**src/rtl/passcode_pkg.sv**
```systemverilog
// Shared FSM state type for the passcode engine; the encodings are what state_o reports.
package passcode_pkg;

  typedef enum logic [2:0] {
    ST_UNSET   = 3'd0,
    ST_READY   = 3'd1,
    ST_ENROLL  = 3'd2,
    ST_CHECK   = 3'd3,
    ST_LOCKOUT = 3'd4
  } state_t;

endpackage

```
**src/rtl/passcode_engine_if.sv**
```systemverilog
// Keypad-side bus of the passcode engine.
// Handshake: digit_valid, enroll, submit and clear are one-cycle strobes with no
// ready signal; busy acts as the only backpressure, and any strobe presented while
// busy=1 is dropped by the engine. display_sel is a level input.
interface passcode_engine_if #(
  parameter int DIGIT_W = 4,
  parameter int MAX_LEN = 8
);
  localparam int LEN_W = $clog2(MAX_LEN + 1);

  logic                       digit_valid;
  logic [DIGIT_W-1:0]         digit;
  logic                       enroll;
  logic                       submit;
  logic                       clear;
  logic                       display_sel;
  logic [MAX_LEN*DIGIT_W-1:0] disp_digits;
  logic [LEN_W-1:0]           entry_len;
  logic [2:0]                 state_o;
  logic                       correct;
  logic                       incorrect;
  logic                       locked;
  logic                       busy;

  modport master (
    output digit_valid, digit, enroll, submit, clear, display_sel,
    input  disp_digits, entry_len, state_o, correct, incorrect, locked, busy
  );

  modport slave (
    input  digit_valid, digit, enroll, submit, clear, display_sel,
    output disp_digits, entry_len, state_o, correct, incorrect, locked, busy
  );
endinterface

```
**src/rtl/passcode_cmp_seq.sv**
```systemverilog
// Serial slot comparator: after start, checks one slot per cycle across all
// MAX_LEN slots (no early exit, so latency never depends on the data) and
// raises done together with the final match verdict on the last slot.
module passcode_cmp_seq #(
  parameter int DIGIT_W = 4,
  parameter int MAX_LEN = 8,
  localparam int LEN_W  = $clog2(MAX_LEN + 1),
  localparam int IDX_W  = $clog2(MAX_LEN)
) (
  input  logic                       clk,
  input  logic                       input_reset,
  input  logic                       start,
  input  logic                       len_eq,
  input  logic [LEN_W-1:0]           cmp_len,
  input  logic [MAX_LEN*DIGIT_W-1:0] buf_a,
  input  logic [MAX_LEN*DIGIT_W-1:0] buf_b,
  output logic                       done,
  output logic                       match
);
  logic             running;
  logic [IDX_W-1:0] idx;
  logic             acc;
  logic             slot_ok;

  // Slots beyond the stored length are don't-care; used slots must be equal.
  always_comb begin
    slot_ok = 1'b1;
    if (int'(idx) < int'(cmp_len))
      slot_ok = (buf_a[int'(idx)*DIGIT_W +: DIGIT_W] == buf_b[int'(idx)*DIGIT_W +: DIGIT_W]);
  end

  assign done  = running && (idx == IDX_W'(MAX_LEN - 1));
  assign match = acc && slot_ok;

  // Walk the slot index and fold each slot result into the running verdict.
  always_ff @(posedge clk or negedge input_reset) begin
    if (!input_reset) begin
      running <= 1'b0;
      idx     <= '0;
      acc     <= 1'b0;
    end else if (start) begin
      running <= 1'b1;
      idx     <= '0;
      acc     <= len_eq;
    end else if (running) begin
      acc <= acc && slot_ok;
      if (done) begin
        running <= 1'b0;
        idx     <= '0;
      end else begin
        idx <= idx + IDX_W'(1);
      end
    end
  end
endmodule

```
**src/rtl/passcode_engine.sv**
```systemverilog
// Passcode engine: enrolls a stored code, collects entered digits, compares them
// with a fixed-latency serial compare, and locks out after repeated failures.
module passcode_engine
  import passcode_pkg::*;
#(
  parameter int DIGIT_W     = 4,
  parameter int MAX_LEN     = 8,
  parameter int MAX_FAIL    = 3,
  parameter int LOCK_CYCLES = 1000
) (
  input  logic          clk,
  input  logic          input_reset,
  passcode_engine_if.slave bus
);
  localparam int LEN_W  = $clog2(MAX_LEN + 1);
  localparam int FAIL_W = $clog2(MAX_FAIL + 1);
  localparam int LOCK_W = $clog2(LOCK_CYCLES + 1);
  localparam int BUF_W  = MAX_LEN * DIGIT_W;

  state_t             state, state_n;
  logic [BUF_W-1:0]   stored_buf, stored_n, entry_buf, entry_n;
  logic [LEN_W-1:0]   stored_len, stored_len_n, entry_len, entry_len_n;
  logic [FAIL_W-1:0]  fail_cnt, fail_n;
  logic [LOCK_W-1:0]  lock_cnt, lock_n;
  logic               correct_r, correct_n, incorrect_r, incorrect_n;
  logic               ovf_r, ovf_n, prev_ok, prev_ok_n;
  logic               cmp_start, cmp_done, cmp_match, busy_w;

  assign busy_w = (state == ST_CHECK) || (state == ST_LOCKOUT);

  passcode_cmp_seq #(.DIGIT_W(DIGIT_W), .MAX_LEN(MAX_LEN)) u_cmp (
    .clk(clk), .input_reset(input_reset), .start(cmp_start),
    .len_eq(entry_len == stored_len), .cmp_len(stored_len),
    .buf_a(entry_buf), .buf_b(stored_buf), .done(cmp_done), .match(cmp_match)
  );

  // Next state and next datapath values; strobe priority is clear > submit > enroll > digit.
  always_comb begin
    state_n = state;  stored_n = stored_buf;  stored_len_n = stored_len;
    entry_n = entry_buf;  entry_len_n = entry_len;  fail_n = fail_cnt;
    lock_n = lock_cnt;  correct_n = correct_r;  incorrect_n = incorrect_r;
    ovf_n = 1'b0;  prev_ok_n = prev_ok;  cmp_start = 1'b0;
    if (!busy_w && (bus.digit_valid || bus.enroll)) begin
      correct_n   = 1'b0;
      incorrect_n = 1'b0;
    end
    case (state)
      ST_UNSET: begin
        if (bus.enroll && !bus.clear && !bus.submit) begin
          state_n = ST_ENROLL;  stored_n = '0;  stored_len_n = '0;  prev_ok_n = 1'b0;
        end
      end
      ST_ENROLL: begin
        if (bus.clear) begin
          stored_n = '0;  stored_len_n = '0;
        end else if (bus.submit) begin
          state_n = (stored_len != '0) ? ST_READY : ST_UNSET;
          entry_n = '0;  entry_len_n = '0;
        end else if (bus.enroll) begin
          state_n = ST_ENROLL;
        end else if (bus.digit_valid && (int'(stored_len) < MAX_LEN)) begin
          stored_n[int'(stored_len)*DIGIT_W +: DIGIT_W] = bus.digit;
          stored_len_n = stored_len + LEN_W'(1);
        end
      end
      ST_READY: begin
        if (bus.clear) begin
          entry_n = '0;  entry_len_n = '0;
        end else if (bus.submit) begin
          state_n = ST_CHECK;  cmp_start = 1'b1;
        end else if (bus.enroll) begin
          if (prev_ok) begin
            state_n = ST_ENROLL;  stored_n = '0;  stored_len_n = '0;
            entry_n = '0;  entry_len_n = '0;  prev_ok_n = 1'b0;
          end
        end else if (bus.digit_valid) begin
          if (int'(entry_len) < MAX_LEN) begin
            entry_n[int'(entry_len)*DIGIT_W +: DIGIT_W] = bus.digit;
            entry_len_n = entry_len + LEN_W'(1);
          end else begin
            ovf_n = 1'b1;
          end
        end
      end
      ST_CHECK: begin
        if (cmp_done) begin
          entry_n = '0;  entry_len_n = '0;
          if (cmp_match) begin
            correct_n = 1'b1;  incorrect_n = 1'b0;  fail_n = '0;
            prev_ok_n = 1'b1;  state_n = ST_READY;
          end else begin
            correct_n = 1'b0;  incorrect_n = 1'b1;  prev_ok_n = 1'b0;
            fail_n = fail_cnt + FAIL_W'(1);
            if (int'(fail_cnt) + 1 >= MAX_FAIL) begin
              state_n = ST_LOCKOUT;  lock_n = '0;
            end else begin
              state_n = ST_READY;
            end
          end
        end
      end
      ST_LOCKOUT: begin
        if (lock_cnt == LOCK_W'(LOCK_CYCLES - 1)) begin
          lock_n = '0;  fail_n = '0;  incorrect_n = 1'b0;  state_n = ST_READY;
        end else begin
          lock_n = lock_cnt + LOCK_W'(1);
        end
      end
      default: state_n = ST_UNSET;
    endcase
  end

  // FSM state register.
  always_ff @(posedge clk or negedge input_reset) begin
    if (!input_reset) state <= ST_UNSET;
    else              state <= state_n;
  end

  // Buffers, lengths, counters and result flags.
  always_ff @(posedge clk or negedge input_reset) begin
    if (!input_reset) begin
      stored_buf <= '0;  stored_len <= '0;  entry_buf <= '0;  entry_len <= '0;
      fail_cnt <= '0;  lock_cnt <= '0;  correct_r <= 1'b0;  incorrect_r <= 1'b0;
      ovf_r <= 1'b0;  prev_ok <= 1'b0;
    end else begin
      stored_buf <= stored_n;  stored_len <= stored_len_n;
      entry_buf <= entry_n;  entry_len <= entry_len_n;
      fail_cnt <= fail_n;  lock_cnt <= lock_n;
      correct_r <= correct_n;  incorrect_r <= incorrect_n;
      ovf_r <= ovf_n;  prev_ok <= prev_ok_n;
    end
  end

  assign bus.disp_digits = bus.display_sel ? entry_buf : stored_buf;
  assign bus.entry_len   = entry_len;
  assign bus.state_o     = state;
  assign bus.correct     = correct_r;
  assign bus.incorrect   = incorrect_r | ovf_r;
  assign bus.locked      = (state == ST_LOCKOUT);
  assign bus.busy        = busy_w;
endmodule

```
**src/flat_wrapper.sv**
```systemverilog
// flat-port wrapper written by rule: the top's interface ports become plain ports
module passcode_engine_flat import passcode_pkg::*;
#(
  parameter int DIGIT_W     = 4,
  parameter int MAX_LEN     = 8,
  parameter int MAX_FAIL    = 3,
  parameter int LOCK_CYCLES = 1000
)
  (clk, input_reset, bus_digit_valid, bus_digit, bus_enroll, bus_submit, bus_clear, bus_display_sel, bus_disp_digits, bus_entry_len, bus_state_o, bus_correct, bus_incorrect, bus_locked, bus_busy);
  passcode_engine_if #(.DIGIT_W(DIGIT_W), .MAX_LEN(MAX_LEN)) bus_i ();
  input  logic clk;
  input  logic input_reset;
  input wire logic [$bits(bus_i.digit_valid)-1:0] bus_digit_valid;
  input wire logic [$bits(bus_i.digit)-1:0] bus_digit;
  input wire logic [$bits(bus_i.enroll)-1:0] bus_enroll;
  input wire logic [$bits(bus_i.submit)-1:0] bus_submit;
  input wire logic [$bits(bus_i.clear)-1:0] bus_clear;
  input wire logic [$bits(bus_i.display_sel)-1:0] bus_display_sel;
  output wire logic [$bits(bus_i.disp_digits)-1:0] bus_disp_digits;
  output wire logic [$bits(bus_i.entry_len)-1:0] bus_entry_len;
  output wire logic [$bits(bus_i.state_o)-1:0] bus_state_o;
  output wire logic [$bits(bus_i.correct)-1:0] bus_correct;
  output wire logic [$bits(bus_i.incorrect)-1:0] bus_incorrect;
  output wire logic [$bits(bus_i.locked)-1:0] bus_locked;
  output wire logic [$bits(bus_i.busy)-1:0] bus_busy;
  assign bus_i.digit_valid = bus_digit_valid;
  assign bus_i.digit = bus_digit;
  assign bus_i.enroll = bus_enroll;
  assign bus_i.submit = bus_submit;
  assign bus_i.clear = bus_clear;
  assign bus_i.display_sel = bus_display_sel;
  assign bus_disp_digits = bus_i.disp_digits;
  assign bus_entry_len = bus_i.entry_len;
  assign bus_state_o = bus_i.state_o;
  assign bus_correct = bus_i.correct;
  assign bus_incorrect = bus_i.incorrect;
  assign bus_locked = bus_i.locked;
  assign bus_busy = bus_i.busy;
  passcode_engine #(.DIGIT_W(DIGIT_W), .MAX_LEN(MAX_LEN), .MAX_FAIL(MAX_FAIL), .LOCK_CYCLES(LOCK_CYCLES)) u_core (.clk(clk), .input_reset(input_reset), .bus(bus_i));
endmodule
```
**config.mk**
```make
export PLATFORM = sky130hd
export DESIGN_NAME = passcode_engine_flat
export DESIGN_NICKNAME = d
export VERILOG_FILES = /design/src/rtl/passcode_pkg.sv /design/src/rtl/passcode_engine_if.sv /design/src/rtl/passcode_cmp_seq.sv /design/src/rtl/passcode_engine.sv /design/src/flat_wrapper.sv
export SDC_FILE = /design/constraint.sdc
export NUM_CORES = 1
export LEC_CHECK = 0
export ABC_AREA = 0
export BUFFER_PORTS_ARGS = -buffer_cell sky130_fd_sc_hd__buf_2
export CORE_MARGIN = 2
export CORE_UTILIZATION = 67
export CTS_BUF_LIST = sky130_fd_sc_hd__clkbuf_8
export DETAILED_ROUTE_END_ITERATION = 10
export PLACE_DENSITY_LB_ADDON = 0.25
export SYNTH_ARGS = -nofsm -noshare
export SYNTH_HDL_FRONTEND = slang
export SYNTH_SLANG_ARGS = --single-unit
```
**constraint.sdc**
```tcl
create_clock -name clk -period 4.15 [get_ports clk]
set_clock_uncertainty 0.2 [all_clocks]
set_input_delay 0.83 -clock clk [delete_from_list [all_inputs] [get_ports clk]]
set_output_delay 0.83 -clock clk [all_outputs]
set_load 0.01 [all_outputs]
```
== Word-level counts from Yosys, hierarchy flattened ==
Cells that the tools add are included.
Cells by class
  multiplexer cells: 97
  shift-type cells: 6
  reduce and logical (&&, ||, !) cells: 24
  equality and inequality tests: 29
  add/sub/neg operators: 8
  $lt $le $gt $ge: 4
  bitwise operators: 1
Operators by type and width (number)
  $mux W32: 18
  $pmux W32 S3: 2
  $mux W4: 17
  $neg A6 Y33: 2
  $shift A4 B33 Y32 const A: 2
  $shiftx A4 B33 Y32: 2
  $bwmux W32: 2
  $shiftx A32 B6 Y4: 2
  $mux W3: 15
  $mux W10: 4
  $ge A32 B3 Y1 const B: 1
  $mux W1: 29
  $pmux W4 S3: 2
  $pmux W10 S2: 1
  $reduce_and A8 Y1: 2
  $ne A3 B3 Y1 const B: 5
  $pmux W3 S5: 1
  $ne A2 B2 Y1 const B: 7
  $add A10 B1 Y10 const B: 1
  $eq A10 B10 Y1 const B: 1
  $reduce_and A9 Y1: 1
  $reduce_bool A3 Y1: 3
  $add A4 B1 Y4 const B: 2
  $eq A4 B4 Y1: 2
  26 further kinds: 45
Word-level totals
  bits in registers: 96
  output and inout bits: 43

== Depth between registers and ports, before layout ==
Gate-level depths: netlist of the first run.
  depth after elaboration: 9
  gate-level depth with buffers: 10
  gate-level depth less buffers: 9

== Hierarchy ==
A second synthesis of the first run with hierarchy kept.
Unflattened totals
  cells, all modules: 558
  area, all modules: 5858.1 um^2
By module, submodules not included
  passcode_engine: cells an instance 495, times used 1, seq. area each 2277.2 um^2, area each 4987.3 um^2
  passcode_cmp_seq: cells an instance 63, times used 1, seq. area each 125.1 um^2, area each 870.8 um^2

== Worst setup path after synthesis of the first run ==
OpenSTA, ideal clock, no wires.
  kind: input to register
  from: in bus_enroll
  to: reg u_core.entry_buf[10]
  path buffers: 2
  arrival time: 2.519 ns
  stages: 9
  slack: 1.352 ns
  cells stage by stage: clkbuf_1 > inv_1 > o21ai_0 > a2111oi_4 > o21ai_2 > nor3_1 > and3_1 > buf_2 > mux2i_1
Between the ends
  word-level cells in the longest chain between the ends: 4
  elaborated cells between the ends (all ways): 8
  classes of those cells: eq/ne: 3; mux: 4; reduce/logical: 1
Ends and longest elaborated chain
  start: declaration: RTL line flat_wrapper.sv:15  | input wire logic [$bits(bus_i.enroll)-1:0] bus_enroll;
  $mux W32: RTL line passcode_engine.sv:71  | end else if (bus.enroll) begin
  $mux W32: RTL line passcode_engine.sv:69  | end else if (bus.submit) begin
  $mux W32: RTL line passcode_engine.sv:67  | if (bus.clear) begin
  $pmux W32 S3: RTL line passcode_engine.sv:47  | case (state)
  end signal: assignment: RTL line passcode_engine.sv:127  | entry_buf <= entry_n; entry_len <= entry_len_n;
  end: declaration: RTL line passcode_engine.sv:21  | logic [BUF_W-1:0] stored_buf, stored_n, entry_buf, entry_n;
Parallel ways exist; a longest one is shown, timed or not. The select of a mux whose other input is x is not followed.
A chain may end at the register's enable or synchronous reset.

== Final worst setup path of the first run ==
  from: reg u_core.u_cmp.idx[0]
  to: reg u_core.entry_buf[8]
Between the ends
  word-level cells in the longest chain between the ends: 4
Ends and longest elaborated chain
  start: declaration: RTL line passcode_cmp_seq.sv:21  | logic [IDX_W-1:0] idx;
  start signal: assignment: RTL line passcode_cmp_seq.sv:51  | idx <= idx + IDX_W'(1);
  $eq A3 B3 Y1: RTL line passcode_cmp_seq.sv:32  | assign done = running && (idx == IDX_W'(MAX_LEN - 1));
  $logic_and A1 B1 Y1: RTL line passcode_cmp_seq.sv:32
  $ne A2 B1 Y1 (no line)
  $reduce_and A8 Y1 (no line)
Every way passes these cells.

==> results of run 1 <==
[how the worst max path moves through the flow]
stage	startpoint	endpoint	slack [ns]	cells after the start
CTS	u_core.u_cmp.idx[0]	u_core.lock_cnt[5]	0.77	7
global placement	u_core.u_cmp.idx[0]	u_core.fail_cnt[0]	0.91	7
finish	u_core.u_cmp.idx[0]	u_core.entry_buf[8]	0.76	9
floorplan	bus_enroll	u_core.entry_buf[10]	1.35	9
detailed placement	u_core.u_cmp.idx[0]	u_core.lock_cnt[5]	0.77	7
global route	u_core.u_cmp.idx[0]	u_core.entry_buf[11]	0.44	9
[through the flow]
step,cell area (µm²),power (mW)
floorplan,5830,1.88
global placement,6100,2.02
detailed placement,6100,2.06
CTS,6270,2.63
global route,6270,2.80
finish,6270,2.64
[flip-flops by register name (all words and copies together), names as in the netlist]
register              flops
u_core.bus.state_o        3
u_core.incorrect_r        1
u_core.fail_cnt           2
u_core.stored_len         4
u_core.entry_buf         32
u_core.u_cmp.idx          3
u_core.bus.correct        1
u_core.u_cmp.acc          1
u_core.stored_buf        32
u_core.bus.entry_len      4
u_core.ovf_r              1
u_core.lock_cnt          10
u_core.u_cmp.running      1
u_core.prev_ok            1
[cells in the final DEF, fill, tap and decap left out, types with 5 or more instances in the layout]
cell      Yosys  layout
dfrtp_1      96      96
nand2_1      61      61
buf_2         3      52
nor2_1       37      37
inv_1        36      36
mux2_2       35      35
o21ai_0      35      35
nand3_1      24      24
a22o_1       24      24
mux2i_1      21      21
o22ai_1      18      18
ha_1         17      17
a21oi_1      16      16
and2_1       10      10
nor3_1        9       9
mux4_2        9       9
clkbuf_8      0       9
nand4_1       8       8
nand2b_1      7       7
mux4_1        7       7
xor2_1        6       6
or2_2         5       5
xnor2_1       5       5
nor2b_1       5       5
[cell families (layout without fill, tap and decap cells)]
family                   after synthesis  count (layout)  share of synthesized area [%]
AO/OA/AOI/OAI                        125             125                           15.2
flip-flops                            96              96                           41.2
buffers and inverters                 68             107                           4.98
adder cells (fa/ha/maj)               17              17                           3.65
multiplexers                          73              73                           17.3
AND/OR/NAND/NOR                      189             189                           16.1
XOR/XNOR                              11              11                           1.65
[routing by layer]
layer,part of all wire [%],track usage (%),wire length [µm],up-vias
met3,8.1,6.76,1220,47
met4,4.1,11.8,611,0
met1,40,43.5,5990,2284
met2,48,54.8,7200,266
met5,0,0,0,-
li1,-,-,-,2171
[power groups by stage]
| stage | clock, mW | sequential [mW] | combinational (mW) |
|---|---|---|---|
| after floorplan | 0 | 1.06 | 0.816 |
| after global placement | 0 | 1.18 | 0.840 |
| after detailed placement | 0 | 1.19 | 0.873 |
| after CTS | 0.584 | 1.17 | 0.878 |
| after global routing | 0.615 | 1.19 | 0.993 |
| final | 0.579 | 1.17 | 0.894 |
[critical path: cells and delay by family, from the launching register on]
kind	cells	cell delay, ns
multiplexers	1	0.26
AND/OR/NAND/NOR	4	0.98
AO/OA/AOI/OAI	2	0.50
flip-flops	1	0.91
adder cells (fa/ha/maj)	2	0.48
[final cells by class]
type / instances / area [µm²]
flip-flops and latches: 96 / 2400
repair buffers: 56 / 290
inverters: 36 / 135
clock inverters: 6 / 50.0
multi-input cells: 415 / 3140
well taps: 108 / 135
fillers: 619 / 2320
clock buffers: 9 / 124
==> impl_results.md, run 1 <==
- Non-filler instance count after layout: roughly 730
- Routed via count: 4768
- Status: finished clean
- Residual DRC: 0
- Sequential area share after synthesis: 41.2%
- CP cell instances: ha_1 > ha_1 > nand2_1 > and3_1 > a2111oi_4 > o21ai_2 > nor3_1 > and3_1 > mux2i_1
- Post-synth ARST share: 100%
- GRT overflow: 0
- Share of cells above drive strength 1: between 20% and 30%
- Ys flop type: dfrtp_1
- Hold_ws: approximately 0.26 ns
- Yosys cell types: 63
- Worst Tran Pin Value: around 0.86 ns
- Initial core utilization: approximately two thirds
- CP max-delay cell: dfrtp_1
- CTS sink cnt: 96
- Area growth from synthesis to layout: 7.62%
- Post-Syn Nets: slightly above 600
- Vias in the first global route: approximately 4600
- Crit path arrival time: around 3.5 ns
- Fin util: between 70% and 80%
- Via-to-Cell Ratio: about 6.6
- Post-CTS setup buffer count: 0
- Synth top area share: about two fifths
- # setup viols final: 0
- Slew margin rel.: about 42%
- Worst r2r src: u_core.u_cmp.idx[0]
- Tmin final: ~3.4 ns
- Dpl cells: between 700 and 800
- Die Ht: approximately 97 µm
- 1st-pass router iterations: 8
- Total Die Area: 9460 µm²
- Critical path class: flip-flop to flip-flop
- I/O pin total: 54
- Die X: between 90 and 100 µm
- Worst reg2reg path endpoint: u_core.entry_buf[8]
- Mapped Area: roughly 5800 µm²
- Port Buffer Count: 53
- Critical path required time: 4.26 ns
- Post-synth EDFFs: 0
- Place WS: roughly 0.77 ns
- Reg2Reg Setup Slack: about 0.76 ns
- CTS Buf Count: 9
- Max-cap violations: 0
- Global-route wire length before repair: 24600 µm
- FF-to-FF path depth: 9
- Worst Hold Class: input port to async pin
- Top cells by count, synth: dfrtp_1 (96), nand2_1 (61), nor2_1 (37), inv_1 (36)
- Clock Tree Buf Depth: 2
- Unrepaired setup endpoints after global routing: no
- Wirelength, routed: approximately 15000 µm
- Antenna Nets Post-Route: 0
- H-tree depth: 3
- Final period util: about four fifths
- Endpoint class of the critical path: flip-flop
- Clk pin slew, worst setup/hold paths: ~0.10 ns
- Final Worst Setup Slack: around 0.76 ns
- Cell taking the most area after synthesis: dfrtp_1
- Internal power: 1.59 mW
- Post-synthesis cell count: a little under 600
- Combinational share of power: roughly a third
- Most common cell in the netlist: dfrtp_1
- Clock share of power: 21.9%
- Switching share of power: between 30% and 40%
- Detail Placement HPWL: ~11000 µm
- CTS tree: yes
- WL/cell: 20.7 µm
- Ranking of synthesized cells by area: dfrtp_1 (41%), mux2_2 (6.8%), nand2_1 (3.9%)
- Setup TNS: 0 ns
- NetSw: approximately 1.1 mW
- Post-layout nets: ~640
- Clk_lat worst skew: roughly 0.4 ns
- Achievable Freq: 295 MHz
- CTS resizes: 0
- PwrDens: 421 nW/µm²
- Ys Warns: 0
- CP max FO: 18
- Post-CTS Hold Fix Bufs: 0
- Lkg Pwr: around 2.9 nW
- Largest net degree at the start of global routing: 53
- GP Congestion: 0.950
- CP Launch Type: flip-flop
- CTS root buf: clkbuf_8
- FF+latch count, synth: 96
- Initial antenna violation count: 0
- Final Max Tran Viols: 0
- Avg Cell Area, Syn: about 10 µm²
- Core Region: between 8000 and 9000 µm²
- Antenna cells: 0
- Total GRT Usage: roughly a third
- Core Rows: 34
- Hold Fails Final Rpt: 0
- Slowest stage delay, CP: a little over 0.9 ns
- Seq pwr share: 44.3%
- Iter 0 DRT Violations: roughly 360
- Peak supply drop: around 260 µV
No activity file was read; power rests on OpenSTA's default activity.
==> run 2: changes to the inputs <==
Settings changed: CORE_UTILIZATION 67 to 56.
Clock period 4.15 ns to 2.9 ns, I/O delays scaled along.
==> run 2 against run 1 <==
Net effect: combinational power increased by 80%; sequential cell count unchanged; routed wire length up 1.5%; worst setup slack worse by 0.63 ns; critical endpoint is now u_core.fail_cnt[0]; worst hold slack worse by 0.020 ns; utilization decreased by 8.9 points; fmax is 22% higher; critical path depth unchanged; largest power group is now combinational logic; sequential share of layout area shrank 1.7 points; non-clock buffer count rose by 26; die area up 19%; largest cell class unchanged; first-iteration DRC count shrank 16%.
==> impl_results.md, run 2 (synthesis results as in run 1) <==
- Status: finished clean
- Core Rows: 37
- Wirelength, routed: around 15000 µm
- Initial core utilization: ~57%
- Hold_sp: bus_submit
- 1st-pass router iterations: 5
- Largest regs: u_core.entry_buf (32), u_core.stored_buf (32), u_core.lock_cnt (10)
- Combinational share of power: between 40% and 50%
- Seq pwr share: a little under two fifths
- FF-to-FF path depth: 9
- Antenna Nets Post-Route: 0
- CTS sink cnt: 96
- Tmin final: around 2.8 ns
- CP Launch Type: flip-flop
- Total Die Area: between 10000 and 15000 µm²
- Clk_lat worst skew: roughly 0.37 ns
- Post-layout nets: roughly 670
- Routed via count: slightly below 5000
- Non-filler instance count after layout: ~780
- Achievable Freq: ~360 MHz
- Most common cell after layout, fill and taps aside: dfrtp_1
- Hold EP: u_core.ovf_r
- Area growth from synthesis to layout: 12.5%
- Detail Placement HPWL: 11600 µm
- Share of cells above drive strength 1: ~25%
- Hold_ws: 0.236 ns
- Residual DRC: 0
- Largest net degree at the start of global routing: 39
- CP max FO: 17
- Lkg Pwr: around 3 nW
- Unrepaired setup endpoints after global routing: no
- Reg2Reg Setup Slack: 0.13 ns
- Pwr Total: between 4 and 5 mW
- Die X: 106 µm
- Vias in the first global route: 4598
- GRT overflow: 0
- PwrDens: between 600 and 700 nW/µm²
- Crit path arrival time: roughly 2.8 ns
- Setup TNS: 0 ns
- Worst reg2reg path endpoint: u_core.fail_cnt[0]
- Core Region: 10200 µm²
- Die Ht: around 110 µm
- Port Buffer Count: 53
- Switching share of power: about two fifths
- Commonest non-fill, non-tap cells in the layout: dfrtp_1 (96), nand2_1 (61), buf_2 (52)
- WL/cell: between 15 and 20 µm
- CTS root buf: clkbuf_8
- CTS tree: yes
- Iter 0 DRT Violations: around 300
- Critical path class: flip-flop to flip-flop
- Initial antenna violation count: 0
- Peak supply drop: approximately 310 µV
- CTS Buf Count: 9
- Dpl cells: around 760
- Final period util: a little over nine tenths
- GP Congestion: roughly 0.9
- Worst r2r src: u_core.u_cmp.idx[0]
- Antenna cells: 0
- Endpoint class of the critical path: flip-flop
- Clk pin slew, worst setup/hold paths: approximately 0.1 ns
- Internal power: between 2 and 2.5 mW
- Global-route wire length before repair: approximately 24000 µm
- H-tree depth: 3
- Total GRT Usage: ~28%
- Clock share of power: 22.0%
- Max-cap violations: 0
- Clock Tree Buf Depth: 2
- Worst Hold Class: input port to flip-flop
- Worst Tran Pin Value: approximately 0.5 ns
- Final Max Tran Viols: 0
- Hold Crit Depth: 2
- Hold Fails Final Rpt: 0
- Fillers: slightly above 800
- Slew margin rel.: between 60% and 70%
- # setup viols final: 0
- Via-to-Cell Ratio: 6.19
- NetSw: ~1.5 mW
- I/O pin total: 54
- Critical path required time: ~3.0 ns
## run 2: changes by cell type in the layout (fill, tap and decap cells not counted), moves of 2 or more
cell,previous run,this run
buf_12,0,2
buf_4,4,27
clkinv_4,0,2
inv_6,4,1
## run 2: area by class of cell
type | count | area, µm² | share of cell area [%]
clock buffer | 9 | 124 | 1.89
clock inverter | 7 | 72.6 | 1.11
inverter | 36 | 135 | 2.06
multi-input combinational | 415 | 3140 | 47.9
sequential | 96 | 2400 | 36.6
tap | 136 | 170 | 2.59
timing repair buffer | 82 | 513 | 7.82
## run 2: worst max-delay path, stage by stage, from the launching register on
cell and delay [ns]:
dfrtp_1 0.40, buf_12 0.19, mux4_1 0.59, mux2i_1 0.17
xor2_1 0.11, nor4_2 0.31, buf_4 0.19, o21ai_4 0.09
nor2b_4 0.15, mux2_2 0.26
## run 2: worst max-delay path by stage
stage	from	end	slack [ns]	depth (start not counted)
after floorplan	u_core.stored_len[0]	u_core.stored_buf[24]	0.18	10
after global routing	u_core.u_cmp.idx[0]	u_core.lock_cnt[5]	0.006	9
after detailed placement	bus_submit	u_core.entry_buf[10]	0.02	8
after global placement	bus_submit	u_core.entry_buf[8]	0.17	8
final	u_core.u_cmp.idx[0]	u_core.fail_cnt[0]	0.13	9
after CTS	u_core.u_cmp.idx[0]	u_core.entry_buf[10]	0.13	9
## run 2: metal layers
metal	up-vias	track usage (%)	wire length, µm
met5	-	0	0
met4	0	12.8	518
met3	35	3.86	857
met2	200	45.6	7280
met1	2381	38.3	6600
li1	2222	-	-
## run 2: through the flow
stage,util [%],worst slack [ns],area (µm²)
after detailed placement,62.0,0.0197,6340
after global placement,62.0,0.166,6340
after global routing,64.1,0.00586,6560
final,64.1,0.128,6560
after CTS,64.0,0.128,6550
after floorplan,-,0.180,5830
## run 2: power groups by stage
stage          combinational (mW)  clock [mW]  sequential, mW
6_report                     1.61       0.881            1.51
5_1_grt                      1.76       0.955            1.53
2_1_floorplan                1.17           0            1.52
4_1_cts                      1.60       0.898            1.51
3_5_place_dp                 1.60           0            1.54
3_3_place_gp                 1.55           0            1.53
## run 2: what timing repair did
item	4_1_cts	5_1_grt
setup buffers	0	1
hold buffers	1	0
setup endpoints to repair	0	6
resized for setup	0	1
endpoints found under the hold margin	34	0
